## config.mk

```make
export PLATFORM = sky130hd
export DESIGN_NAME = hilo_regfile
export DESIGN_NICKNAME = d
export VERILOG_FILES = /design/src/rtl/hilo_pkg.sv /design/src/rtl/hilo_stage.sv /design/src/rtl/hilo_regfile.sv
export SDC_FILE = /design/constraint.sdc
export NUM_CORES = 1
export LEC_CHECK = 0
export BUFFER_PORTS_ARGS = -buffer_cell sky130_fd_sc_hd__clkbuf_2
export CORE_MARGIN = 2
export CORE_UTILIZATION = 50
export DETAILED_ROUTE_END_ITERATION = 8
export HOLD_SLACK_MARGIN = 0.03
export MAX_ROUTING_LAYER = met4
export PLACE_DENSITY = 0.7
export SYNTH_ARGS = -nofsm -noshare
export SYNTH_HDL_FRONTEND = slang
export SYNTH_SLANG_ARGS = --single-unit
```

## constraint.sdc

```tcl
create_clock -name clk -period 2.05 [get_ports clk]
set_input_delay 0.205 -clock clk [delete_from_list [all_inputs] [get_ports clk]]
set_output_delay 0.205 -clock clk [all_outputs]
set_load 0.05 [all_outputs]
```

## src/rtl/hilo_pkg.sv

```systemverilog
// Shared HI/LO definitions: default widths, the staging entry type and the
// HI/LO-related ALU control encodings used to decode hilo_rd.
package hilo_pkg;

   localparam int DEF_LENGTH = 32;
   localparam logic [DEF_LENGTH-1:0] DEF_RST_VAL = '0;

   typedef struct packed {
      logic                  valid;
      logic [DEF_LENGTH-1:0] hi;
      logic [DEF_LENGTH-1:0] lo;
   } hilo_entry_t;

   typedef enum logic [4:0] {
      ALU_NOP   = 5'h00,
      ALU_ADD   = 5'h01,
      ALU_SUB   = 5'h02,
      ALU_MULT  = 5'h10,
      ALU_MULTU = 5'h11,
      ALU_DIVU  = 5'h12,
      ALU_MTHI  = 5'h13,
      ALU_MTLO  = 5'h14,
      ALU_MFHI  = 5'h15,
      ALU_MFLO  = 5'h16
   } alu_op_t;

   // Instructions whose EX result depends on the current HI/LO value.
   function automatic logic reads_hilo(alu_op_t op);
      return op inside {ALU_MTHI, ALU_MTLO, ALU_MFHI, ALU_MFLO};
   endfunction

   function automatic logic writes_hilo(alu_op_t op);
      return op inside {ALU_MULT, ALU_MULTU, ALU_DIVU, ALU_MTHI, ALU_MTLO};
   endfunction

endpackage

```

## src/rtl/hilo_stage.sv

```systemverilog
// One valid/data staging register for a HI/LO write request, with hold (stall)
// and kill (flush) controls; kill wins over stall.
module hilo_stage
   import hilo_pkg::*;
#(
   parameter int WIDTH = DEF_LENGTH
) (
   input  logic             clk,
   input  logic             rst_n,
   input  logic             stall,
   input  logic             kill,
   input  logic             d_valid,
   input  logic [WIDTH-1:0] d_hi,
   input  logic [WIDTH-1:0] d_lo,
   output logic             valid,
   output logic [WIDTH-1:0] hi,
   output logic [WIDTH-1:0] lo
);

   // NOTE: a killed entry still moves data along; only its valid bit is cleared,
   // so downstream never acts on it and the payload needs no special handling.
   always_ff @(posedge clk or negedge rst_n) begin
      if (!rst_n) begin
         valid <= 1'b0;
         hi    <= '0;
         lo    <= '0;
      end else if (kill) begin
         valid <= 1'b0;
         hi    <= d_hi;
         lo    <= d_lo;
      end else if (!stall) begin
         valid <= d_valid;
         hi    <= d_hi;
         lo    <= d_lo;
      end
   end

endmodule

```

## src/rtl/hilo_regfile.sv

```systemverilog
// Architectural HI/LO pair with MEM/WB staging of ALU write requests.
// Define HILO_FWD_EN for forwarding from in-flight stages; otherwise hazard stalls EX.
module hilo_regfile
   import hilo_pkg::*;
#(
   parameter int              LENGTH  = DEF_LENGTH,
   parameter logic [LENGTH-1:0] RST_VAL = LENGTH'(DEF_RST_VAL)
) (
   input  logic              clk,
   input  logic              rst_n,
   input  logic              w_hilo,
   input  logic [LENGTH-1:0] write_hi,
   input  logic [LENGTH-1:0] write_lo,
   input  logic              hilo_rd,
   input  logic              stall,
   input  logic              flush,
   output logic [LENGTH-1:0] hi,
   output logic [LENGTH-1:0] lo,
   output logic              hazard,
   output logic              commit
);

   logic              v1, v2;
   logic [LENGTH-1:0] hi1, lo1, hi2, lo2;
   logic [LENGTH-1:0] arch_hi, arch_lo;
   logic              commit_now;

   hilo_stage #(.WIDTH(LENGTH)) u_mem (
      .clk     (clk),
      .rst_n   (rst_n),
      .stall   (stall),
      .kill    (flush),
      .d_valid (w_hilo),
      .d_hi    (write_hi),
      .d_lo    (write_lo),
      .valid   (v1),
      .hi      (hi1),
      .lo      (lo1)
   );

   hilo_stage #(.WIDTH(LENGTH)) u_wb (
      .clk     (clk),
      .rst_n   (rst_n),
      .stall   (stall),
      .kill    (flush),
      .d_valid (v1),
      .d_hi    (hi1),
      .d_lo    (lo1),
      .valid   (v2),
      .hi      (hi2),
      .lo      (lo2)
   );

   // The WB entry is past the exception point, so a flush still lets it commit.
   assign commit_now = v2 & (flush | ~stall);

   always_ff @(posedge clk or negedge rst_n) begin
      if (!rst_n) begin
         arch_hi <= RST_VAL;
         arch_lo <= RST_VAL;
         commit  <= 1'b0;
      end else begin
         commit <= commit_now;
         if (commit_now) begin
            arch_hi <= hi2;
            arch_lo <= lo2;
         end
      end
   end

`ifdef HILO_FWD_EN
   logic unused_rd;
   assign unused_rd = hilo_rd;

   // Youngest valid value wins; the current w_hilo input is deliberately not
   // forwarded, which would close a combinational loop through the ALU.
   always_comb begin
      hi = arch_hi;
      lo = arch_lo;
      if (v1) begin
         hi = hi1;
         lo = lo1;
      end else if (v2) begin
         hi = hi2;
         lo = lo2;
      end
   end

   assign hazard = 1'b0;
`else
   assign hi     = arch_hi;
   assign lo     = arch_lo;
   assign hazard = hilo_rd & (v1 | v2);
`endif

endmodule

```

==> summary.txt, run 1 <==
Power and ir drop
  • Net Switching: 4.03 mW
  • Pleak: 4.61 nW
  • Register share of total power: 0.424
  • Combinational share of power: 0.293
  • Switch share: 0.343
  • Cell-internal power: 7.71 mW
  • Pwr dens: 1230 nW/um^2
  • Clock power share: 0.283
  • Peak VDD IR: 0.789 mV

Critical path
  • Reg2Reg Depth: 3
  • Reg2Reg Launch Point: u_wb.valid
  • Data arrival, critical path: 2.08 ns
  • Required @ worst endpoint: 2.35 ns
  • CP Buf/Inv Count: 3
  • CP top delay family: buffers and inverters
  • Crit path max fanout: 128
  • Crit-path slowest cell: dlygate4sd3_1
  • R2r endpoint: hi[21]
  • Reg-to-reg setup timing slack: 0.59 ns
  • Crit end category: flop
  • Largest stage delay on the critical path: 0.55 ns
  • CP Launch Type: input port
  • Crit path cell chain: dlygate4sd3_1 -> clkbuf_2 -> nand2b_4 -> buf_12 -> mux2_2
  • Crit path kind: input port to flop

STA
  • Final period utilization: 0.865
  • F_max: 564 MHz
  • Skew final: 0.0101 ns
  • Worst slew margin: 0.543
  • Max-slew violations: 0
  • Final setup viols: 0
  • Slew @ Worst Pin: 0.685 ns
  • Final hold vios: 0
  • Post-layout minimum cycle time: 1.77 ns
  • TNS Setup: 0 ns
  • RSZ-0062 raised after global routing: false
  • Fin Hold WS: 0.0549 ns

Routing
  • Iteration-0 DRC Markers: 122
  • Antenna viol nets, final: 0
  • Remaining DRCs: 0
  • Vias post-DR: 4068
  • Wire per inst: 15.9 um
  • DR pass1 iterations: 4
  • Routed wire length: 13.0 mm
  • Post-DR vias/cell: 4.98

Hold path
  • Hold Crit Start: write_lo[15]
  • Hold depth: 2
  • HP Class: input port to flop
  • Worst Hold End: u_mem.lo[15]

Clock network
  • CTS Hold Bufs: 64
  • H-tree depth: 4
  • Post-CTS sizing: 0
  • Clk buf depth: 2
  • Reg clk slew, reported paths: 0.06 ns
  • CTS Sinks: 195
  • Worst-Skew Late Latency: 0.42 ns
  • CTS root buf: clkbuf_16
  • CTS Buf Count: 17
  • CTS tree: yes
  • # Post-CTS Setup Buffers: 0

Global routing
  • GRT overflow: 0
  • GRT Overall Usage: 0.178
  • Largest net degree at the start of global routing: 129
  • Vias in the first global route: 4456
  • Initial antenna violation count: 0
  • Global-route wire length before repair: 21.9 mm

Synth
  • YS warnings: 0
  • Sequential area share after synthesis: 0.646
  • Largest cells by area after synthesis: dfrtp_1 (65%), mux2_2 (21%), mux2_4 (9.7%)
  • #FFs+latches synth: 195
  • Mapped Cells: 416
  • Synthesized area per cell: 18.2 sq um
  • Post-synthesis cell type count: 13
  • Synth top area share: 0.646
  • Mapped Nets: 486
  • Area leader, netlist: dfrtp_1
  • Cell Area, Synth: 7550 sq um

Layout
  • # fillers: 1046
  • P&R area growth vs syn: 26.9%
  • Share of cells above drive strength 1: 0.580
  • Final net count: 691
  • ANT cells: 0

Placed design
  • Placer Congestion: 0.699
  • PortBufs: 135
  • Final HPWL DP: 8.02 mm

Floorplanning
  • FP Rows: 44
  • CORE AREA: 14600 sq um
  • Initial Utilization: 0.516
  • Die width: 127 um
  • Die area: 16100 sq um
  • Die H: 127 um
  • I/O Pins: 136

Flow run
  • Number of max-cap violations: 0

Run status
  • Outcome: finished clean
## area by class of cell
cell class / count / area [sq um] / area share
clock inverter: 13 / 160 / 0.0167
tap: 184 / 230 / 0.0240
clock buffer: 18 / 439 / 0.0458
multi-input combinational: 199 / 2410 / 0.251
sequential: 195 / 4880 / 0.509
inverter: 1 / 3.75 / 0.000392
timing repair buffer: 207 / 1460 / 0.153
## power groups by stage
stage                     combinational (mW)  sequential [mW]  clock (mW)
after floorplan                        0.971             6.59           0
after CTS                               3.47             4.98        3.42
after global routing                    3.61             5.08        3.58
after global placement                  3.32             5.01           0
final                                   3.44             4.98        3.32
after detailed placement                3.36             5.04           0
## worst max path at each step
stage	start	end	slack, ns	cells past startpoint
after floorplan	u_wb.valid	hi[12]	0.86	4
after global placement	flush	u_mem.lo[5]	0.52	4
after detailed placement	flush	u_mem.lo[15]	0.48	4
after CTS	flush	u_mem.hi[4]	0.38	5
after global routing	flush	u_mem.hi[4]	0.27	5
final	flush	u_wb.hi[29]	0.28	5
## state kept, by name, summed over array words and instances (netlist names)
| name | flops |
|---|---|
| commit | 1 |
| u_mem.valid | 1 |
| lo | 32 |
| u_mem.hi | 32 |
| hi | 32 |
| u_mem.lo | 32 |
| u_wb.lo | 32 |
| u_wb.hi | 32 |
| u_wb.valid | 1 |
## cell families after synthesis
family / synth area share
multiplexers: 0.313
buffers and inverters: 0.0361
AND/OR/NAND/NOR: 0.00364
flip-flops: 0.646
AO/OA/AOI/OAI: 0.000994
## synthesized netlist by cell type
| cell | n |
|---|---|
| dfrtp_1 | 195 |
| buf_8 | 1 |
| mux2i_1 | 2 |
| mux2_2 | 143 |
| buf_12 | 4 |
| buf_2 | 1 |
| buf_6 | 15 |
| nand2_2 | 1 |
| nand2b_4 | 1 |
| o21a_1 | 1 |
| inv_1 | 1 |
| mux2_4 | 49 |
| nor2_1 | 2 |
## placed cells by master, fill, tap and decap left out, types with 3 or more instances in the layout
master | netlist | final
clkinv_2 | 0 | 3
clkbuf_2 | 0 | 134
mux2_2 | 143 | 143
bufinv_16 | 0 | 3
dfrtp_1 | 195 | 195
mux2_4 | 49 | 49
buf_12 | 4 | 6
clkinvlp_4 | 0 | 5
clkbuf_16 | 0 | 17
dlygate4sd3_1 | 0 | 65
## layer usage
| layer | routed length, um | vias to the layer above | share of wire | track usage |
|---|---|---|---|---|
| li1 | - | 1876 | - | - |
| met1 | 6180 | 2067 | 0.47 | 0.243 |
| met2 | 6050 | 113 | 0.46 | 0.262 |
| met3 | 626 | 12 | 0.048 | 0.0460 |
| met4 | 165 | 0 | 0.013 | 0.0653 |
| met5 | 0 | - | 0 | - |
## stage by stage
stage | std cells | total power, mW | setup slack (ns) | utilization | instance area, sq um
detailed placement | 721 | 8.40 | 0.479 | 0.569 | 8330
global placement | 721 | 8.33 | 0.516 | 0.569 | 8330
floorplan | 416 | 7.56 | 0.862 | - | 7550
global route | 817 | 12.3 | 0.271 | 0.654 | 9580
CTS | 816 | 11.9 | 0.380 | 0.654 | 9570
finish | 817 | 11.7 | 0.276 | 0.654 | 9580
No activity file was read; power rests on OpenSTA's default activity.
==> run 2: changes to the inputs <==
- ABC_AREA: not set -> 1
==> run 2 against run 1 <==
Clock skew fell by 0.0041 ns. Cell count rose by 49%. Global-route usage is 5.2 points higher. Core utilization is 1.4 points lower. Combinational power shrank 33%. Sequential power decreased by 5.8%. Maximum frequency up 16%. Hold slack better by 0.013 ns. Die area grew 2.2%. Wire length up 32%. Synthesized area rose by 2.3%. Critical endpoint is now hazard. Highest routed layer unchanged.
==> summary.txt, run 2 <==
Critical path
  • CP Launch Type: flop
  • Largest stage delay on the critical path: 0.48 ns (-0.07 ns)
  • Crit path cell chain: o21a_1 -> clkbuf_2
  • CP top delay family: flip-flops
  • CP Buf/Inv Count: 1 (-2)
  • Crit path max fanout: 10 (-92%)
  • Crit path kind: flop to output pin
  • Crit-path slowest cell: dfrtp_2
  • Crit end category: output pin
  • Data arrival, critical path: 1.33 ns (-0.75 ns)
  • Required @ worst endpoint: 1.85 ns (-0.50 ns)

Global routing
  • Global-route wire length before repair: 29.2 mm (+33%)
  • GRT Overall Usage: 0.230 (+0.0518)
  • Largest net degree at the start of global routing: 131 (+1.6%)
  • GRT overflow: 0 (unchanged)
  • Vias in the first global route: 5868 (+32%)
  • Initial antenna violation count: 0 (unchanged)

Routing
  • Remaining DRCs: 0 (unchanged)
  • Wire per inst: 14.1 um (-11%)
  • Routed wire length: 17.2 mm (+32%)
  • DR WL met3: 715 um (+14%)
  • Routed met2 length: 7.92 mm (+31%)
  • Wl on met1: 8.14 mm (+32%)
  • DR pass1 iterations: 4 (unchanged)
  • Top routing layer in use: met4
  • Vias post-DR: 6085 (+50%)
  • Post-DR vias/cell: 5.00 (+0.50%)
  • Antenna viol nets, final: 0 (unchanged)
  • Iteration-0 DRC Markers: 453 (+270%)

Layout
  • Finished Layout Cells: 1216 (+49%)
  • # fillers: 1250 (+20%)
  • Multi-input logic area: 2460 sq um (+2.3%)
  • Share of cells above drive strength 1: 0.171 (-0.408)
  • Commonest cells after routing, fill and taps aside: nand2_1 (384), dfrtp_1 (194), nand3_1 (192), clkbuf_2 (133), dlygate4sd3_1 (65)
  • Final net count: 1085 (+57%)
  • Register area: 4880 sq um (about the same)
  • P&R area growth vs syn: 25.4%
  • Most common library cell in the layout ignoring fill and taps: nand2_1

Clock network
  • # Post-CTS Setup Buffers: 0 (unchanged)
  • Post-CTS sizing: 0 (unchanged)
  • CTS root buf: clkbuf_16
  • H-tree depth: 4 (unchanged)
  • CTS Hold Bufs: 65 (+1.6%)
  • Clk buf depth: 2 (unchanged)
  • CTS Buf Count: 17 (unchanged)
  • Reg clk slew, reported paths: 0.06 ns (about the same)
  • CTS Sinks: 195 (unchanged)
  • Worst-Skew Late Latency: 0.43 ns (about the same)
  • CTS tree: yes

Synth
  • Post-synthesis cell type count: 14 (+1)
  • Sequential area share after synthesis: 0.631 (-0.0146)
  • YS warnings: 0 (unchanged)
  • Main flop type after synthesis: dfrtp_1
  • Synth top area share: 0.631 (-0.0146)
  • Largest cells by area after synthesis: dfrtp_1 (63%), nand2_1 (19%), nand3_1 (12%)
  • Cell Area, Synth: 7730 sq um (+2.3%)
  • Synthesized area per cell: 9.12 sq um (-50%)
  • Post-synth EDFFs: 0 (unchanged)
  • Mapped Cells: 847 (+100%)
  • Commonest cells in the netlist: nand2_1 (385), dfrtp_1 (195), nand3_1 (192)
  • Asr flop ratio synth: 1.00 (unchanged)
  • Mapped Nets: 917 (+89%)
  • Most frequent cell after synthesis: nand2_1
  • #FFs+latches synth: 195 (unchanged)
  • Area leader, netlist: dfrtp_1

STA
  • Skew final: 0.00595 ns (-0.00415 ns)
  • Max-slew violations: 0 (unchanged)
  • Final period utilization: 0.747 (-0.119)
  • Final setup viols: 0 (unchanged)
  • TNS Setup: 0 ns (unchanged)
  • Final hold vios: 0 (unchanged)
  • Slew @ Worst Pin: 0.557 ns (-0.128 ns)
  • F_max: 653 MHz (+16%)
  • Post-layout minimum cycle time: 1.53 ns (-0.243 ns)
  • Worst slew margin: 0.629 (+0.0853)
  • RSZ-0062 raised after global routing: false

Flow run
  • Number of max-cap violations: 0 (unchanged)

Power and ir drop
  • Pleak: 5.28 nW (+15%)
  • Peak VDD IR: 0.608 mV (-23%)
  • Pwr dens: 1050 nW/um^2 (-14%)

Placed design
  • Placed Instances: 1119 (+55%)
  • PortBufs: 135 (unchanged)
  • Placer Congestion: 0.800 (+14%)
  • Final HPWL DP: 9.51 mm (+19%)

Hold path
  • HP Class: input port to flop

Run status
  • Outcome: finished clean

Floorplanning
  • Die width: 128 um (+1.1%)
  • Initial Utilization: 0.510 (-0.00552)
  • I/O Pins: 136 (unchanged)
  • Die area: 16500 sq um (+2.2%)
  • Die H: 128 um (+1.1%)
  • FP Rows: 45 (+2.3%)
  • CORE AREA: 15100 sq um (+3.4%)
## run 2: cell types whose count changed after synthesis, moves of 2 or more
cell | previous run | this run
mux2_2 | 143 | 0
buf_4 | 0 | 13
o21ai_0 | 0 | 2
buf_2 | 1 | 37
clkbuf_1 | 0 | 6
buf_12 | 4 | 0
mux2i_1 | 2 | 0
nand3_1 | 0 | 192
nor2_1 | 2 | 4
nand2_1 | 0 | 385
mux2_4 | 49 | 0
buf_6 | 15 | 7
## run 2: stage by stage
| step | setup WS (ns) | hold WS [ns] | instance area [sq um] | power [mW] | util |
|---|---|---|---|---|---|
| final | 0.519 | 0.0678 | 9690 | 10.2 | 0.640 |
| after detailed placement | 0.766 | 0.192 | 8480 | 6.97 | 0.560 |
| after floorplan | 0.903 | -0.0906 | 7730 | 6.32 | - |
| after global placement | 0.793 | 0.188 | 8480 | 6.93 | 0.560 |
| after global routing | 0.464 | 0.0868 | 9690 | 10.7 | 0.640 |
| after CTS | 0.488 | 0.0401 | 9690 | 10.3 | 0.640 |
## run 2: final cells by class
class	instances	share of cell area
clock buffers	27	0.0509
flip-flops and latches	195	0.503
multi-input cells	585	0.254
well taps	188	0.0243
repair buffers	213	0.158
diodes	1	0.000258
clock inverters	4	0.00749
inverters	3	0.00142
## run 2: where the power goes
part | internal, mW | switching, mW
sequential | 4.38 | 0.310
clock | 1.89 | 1.32
combinational | 0.590 | 1.72
total | 6.85 | 3.34
## run 2: cells by family (layout without fill, tap and decap cells)
| kind of cell | count (synthesis) | in the layout | share of synthesized area |
|---|---|---|---|
| other | 0 | 1 | 0 |
| AOI/OAI and AO/OA | 3 | 3 | 0.00227 |
| buffers and inverters | 67 | 247 | 0.0516 |
| DFF | 195 | 195 | 0.631 |
| and+or+nand+nor | 582 | 582 | 0.315 |
## run 2: metal layers
layer / GRT usage / up-vias
met5: - / -
li1: - / 3044
met4: 0.0918 / 0
met2: 0.322 / 148
met3: 0.0451 / 31
met1: 0.332 / 2862
## run 2: worst paths after layout
kind / from / endpoint / slack, ns / cells after the start
worst max-delay path: u_wb.valid / hazard / 0.52 / 2
worst min-delay path: w_hilo / u_mem.valid / 0.07 / 3
worst max register to register: u_wb.valid / hi[11] / 0.79 / 4
worst min register to register: u_mem.hi[19] / u_wb.hi[19] / 0.47 / 2
max in group asynchronous: rst_n / u_wb.valid / 1.13 / 3
min in group asynchronous: rst_n / u_mem.hi[16] / 0.29 / 2
## run 2: worst min-delay path, cell delays in order
cell and delay [ns]:
clkbuf_2 0.09, o21ai_0 0.08, nor2_1 0.08
==> run 3: changes to the inputs <==
- PLACE_DENSITY: 0.7 -> 0.72
- clock period: 2.05 -> 1.35 ns (I/O delays scaled with it)
==> run 3 against run 2 <==
Critical path depth did not move. Core utilization rose by 0.56 points. Die area is the same. First-iteration DRC count rose by 22%. Register-to-register slack got worse by 0.57 ns. Power rose by 52%. Sequential cell count unchanged. Wire length grew 2.8%. Hold slack improved by 0.12 ns.
==> summary.txt, run 3 (synthesis results as in run 2) <==
Run status
  • Outcome: finished clean

Clock network
  • H-tree depth: 4 (unchanged)
  • Worst-Skew Late Latency: 0.43 ns (about the same)
  • CTS Buf Count: 17 (unchanged)
  • CTS root buf: clkbuf_16
  • Clk buf depth: 2 (unchanged)
  • Reg clk slew, reported paths: 0.07 ns (about the same)
  • CTS tree: yes
  • CTS Sinks: 195 (unchanged)

Critical path
  • Crit path max fanout: 2 (-8)
  • R2r endpoint: hi[21]
  • Reg-to-reg setup timing slack: 0.22 ns (-0.57 ns)
  • Reg2Reg Depth: 5 (+1)
  • Reg2Reg Launch Point: u_wb.valid
  • CP Launch Type: flop
  • Crit end category: output pin
  • Crit path kind: flop to output pin
  • Data arrival, critical path: 1.20 ns (-0.13 ns)
  • Required @ worst endpoint: 1.22 ns (-0.63 ns)

Layout
  • Commonest cells after routing, fill and taps aside: nand2_1 (384), dfrtp_1 (194), nand3_1 (192), clkbuf_2 (132), dlygate4sd3_1 (66)
  • P&R area growth vs syn: 26.5%
  • Share of cells above drive strength 1: 0.177 (+0.00561)
  • Most common library cell in the layout ignoring fill and taps: nand2_1
  • Final net count: 1093 (+0.74%)

Routing
  • Wire per inst: 14.5 um (+2.2%)
  • Remaining DRCs: 0 (unchanged)
  • Antenna viol nets, final: 0 (unchanged)
  • Vias post-DR: 6204 (+2.0%)
  • Post-DR vias/cell: 5.07 (+1.4%)
  • Routed wire length: 17.7 mm (+2.8%)
  • Iteration-0 DRC Markers: 554 (+22%)
  • DR pass1 iterations: 6 (+2)

Floorplanning
  • CORE AREA: 15100 sq um (unchanged)
  • Die H: 128 um (unchanged)
  • FP Rows: 45 (unchanged)
  • I/O Pins: 136 (unchanged)
  • Initial Utilization: 0.510 (unchanged)
  • Die width: 128 um (unchanged)
  • Die area: 16500 sq um (unchanged)

Global routing
  • GRT overflow: 0 (unchanged)
  • Global-route wire length before repair: 29.4 mm (+0.66%)
  • Initial antenna violation count: 1 (+1)
  • Largest net degree at the start of global routing: 93 (-29%)
  • GRT Overall Usage: 0.232 (+0.00189)
  • Vias in the first global route: 6025 (+2.7%)

Power and ir drop
  • Net Switching: 5.12 mW (+53%)
  • Switch share: 0.330 (+0.00245)
  • Total power: 15.5 mW (+52%)
  • Pleak: 5.33 nW (+0.88%)
  • Combinational share of power: 0.230 (+0.004)
  • Register share of total power: 0.459 (about the same)
  • Peak VDD IR: 0.870 mV (+43%)
  • Clock power share: 0.312 (-0.002)
  • Pwr dens: 1580 nW/um^2 (+51%)
  • Cell-internal power: 10.4 mW (+51%)

STA
  • Worst slew margin: 0.660 (+0.0311)
  • Skew final: 0.00721 ns (+0.00126 ns)
  • Post-layout minimum cycle time: 1.34 ns
  • Post-layout worst setup margin: 0.0131 ns (-0.506 ns)
  • Final period utilization: 0.990
  • RSZ-0062 raised after global routing: true
  • F_max: 748 MHz
  • Final setup viols: 0 (unchanged)
  • Max-slew violations: 0 (unchanged)
  • Slew @ Worst Pin: 0.511 ns (-0.0466 ns)
  • Final hold vios: 0 (unchanged)

Placed design
  • Placer Congestion: 0.766 (-4.3%)
  • Place WS: 0.207 ns (-0.558 ns)
  • PortBufs: 135 (unchanged)
  • Final HPWL DP: 10.2 mm (+6.8%)

Hold path
  • Worst Hold End: u_mem.hi[11]
  • HP Class: input port to flop
  • Hold depth: 5 (+2)
  • Hold Crit Start: flush

Flow run
  • Number of max-cap violations: 0 (unchanged)
-- run 3: changes by cell type in the layout (fill, tap and decap cells not counted) --
cell / previous run / this run
buf_8: 0 / 1
buf_12: 8 / 10
buf_4: 6 / 11
clkinv_2: 1 / 2
clkbuf_1: 7 / 6
clkbuf_2: 133 / 132
dlygate4sd3_1: 65 / 66
clkbuf_8: 4 / 3
-- run 3: power groups by stage --
stage	clock [mW]	sequential [mW]	combinational, mW
after global routing	5.15	7.19	3.85
after detailed placement	0	7.20	3.42
after global placement	0	7.18	3.36
final	4.83	7.10	3.56
after floorplan	0	8.64	0.958
after CTS	4.92	7.10	3.59
-- run 3: area by class of cell --
class                   instances  area, sq um
diodes                          1         2.50
clock buffers                  25          475
clock inverters                 5         77.6
fillers                      1249         5370
inverters                       3         13.8
multi-input cells             585         2460
flip-flops and latches        195         4880
well taps                     188          235
repair buffers                221         1630
-- run 3: repair_timing --
action / in CTS / in global routing
pin swaps: 0 / 1
endpoints found under the hold margin: 242 / 0
endpoints found under the setup margin: 1 / 1
gates resized for setup: 2 / 1
cloned: 0 / 0
setup buffers: 1 / 0
hold buffers: 66 / 0
-- run 3: worst max-delay path by stage --
| stage | start | endpoint | slack (ns) |
|---|---|---|---|
| after floorplan | u_wb.valid | hazard | 0.27 |
| after global placement | flush | hi[22] | 0.23 |
| after detailed placement | flush | hi[27] | 0.21 |
| after CTS | u_mem.valid | hazard | -0.007 |
| after global routing | u_wb.valid | hazard | -0.02 |
| final | u_wb.valid | hazard | 0.01 |
-- run 3: worst max-delay path: stages, from the launching register on --
cell	delay [ns]
dfrtp_2	0.40
o21a_1	0.22
buf_8	0.16
-- run 3: through the flow --
step,std cells,hold WS (ns),utilization,cell area [sq um],TNS (ns)
floorplan,847,-0.161,-,7730,0
global placement,1125,0.118,0.564,8550,0
detailed placement,1125,0.116,0.564,8550,0
CTS,1222,0.176,0.645,9780,-0.00656
global route,1223,0.199,0.646,9780,-0.0201
finish,1223,0.183,0.646,9780,0
-- run 3: layer usage --
metal / vias up / GRT usage / wire length (um)
met2: 174 / 0.347 / 8480
met1: 2923 / 0.317 / 8040
li1: 3063 / - / -
met5: - / - / 0
met4: 0 / 0.0950 / 481
met3: 44 / 0.0413 / 674
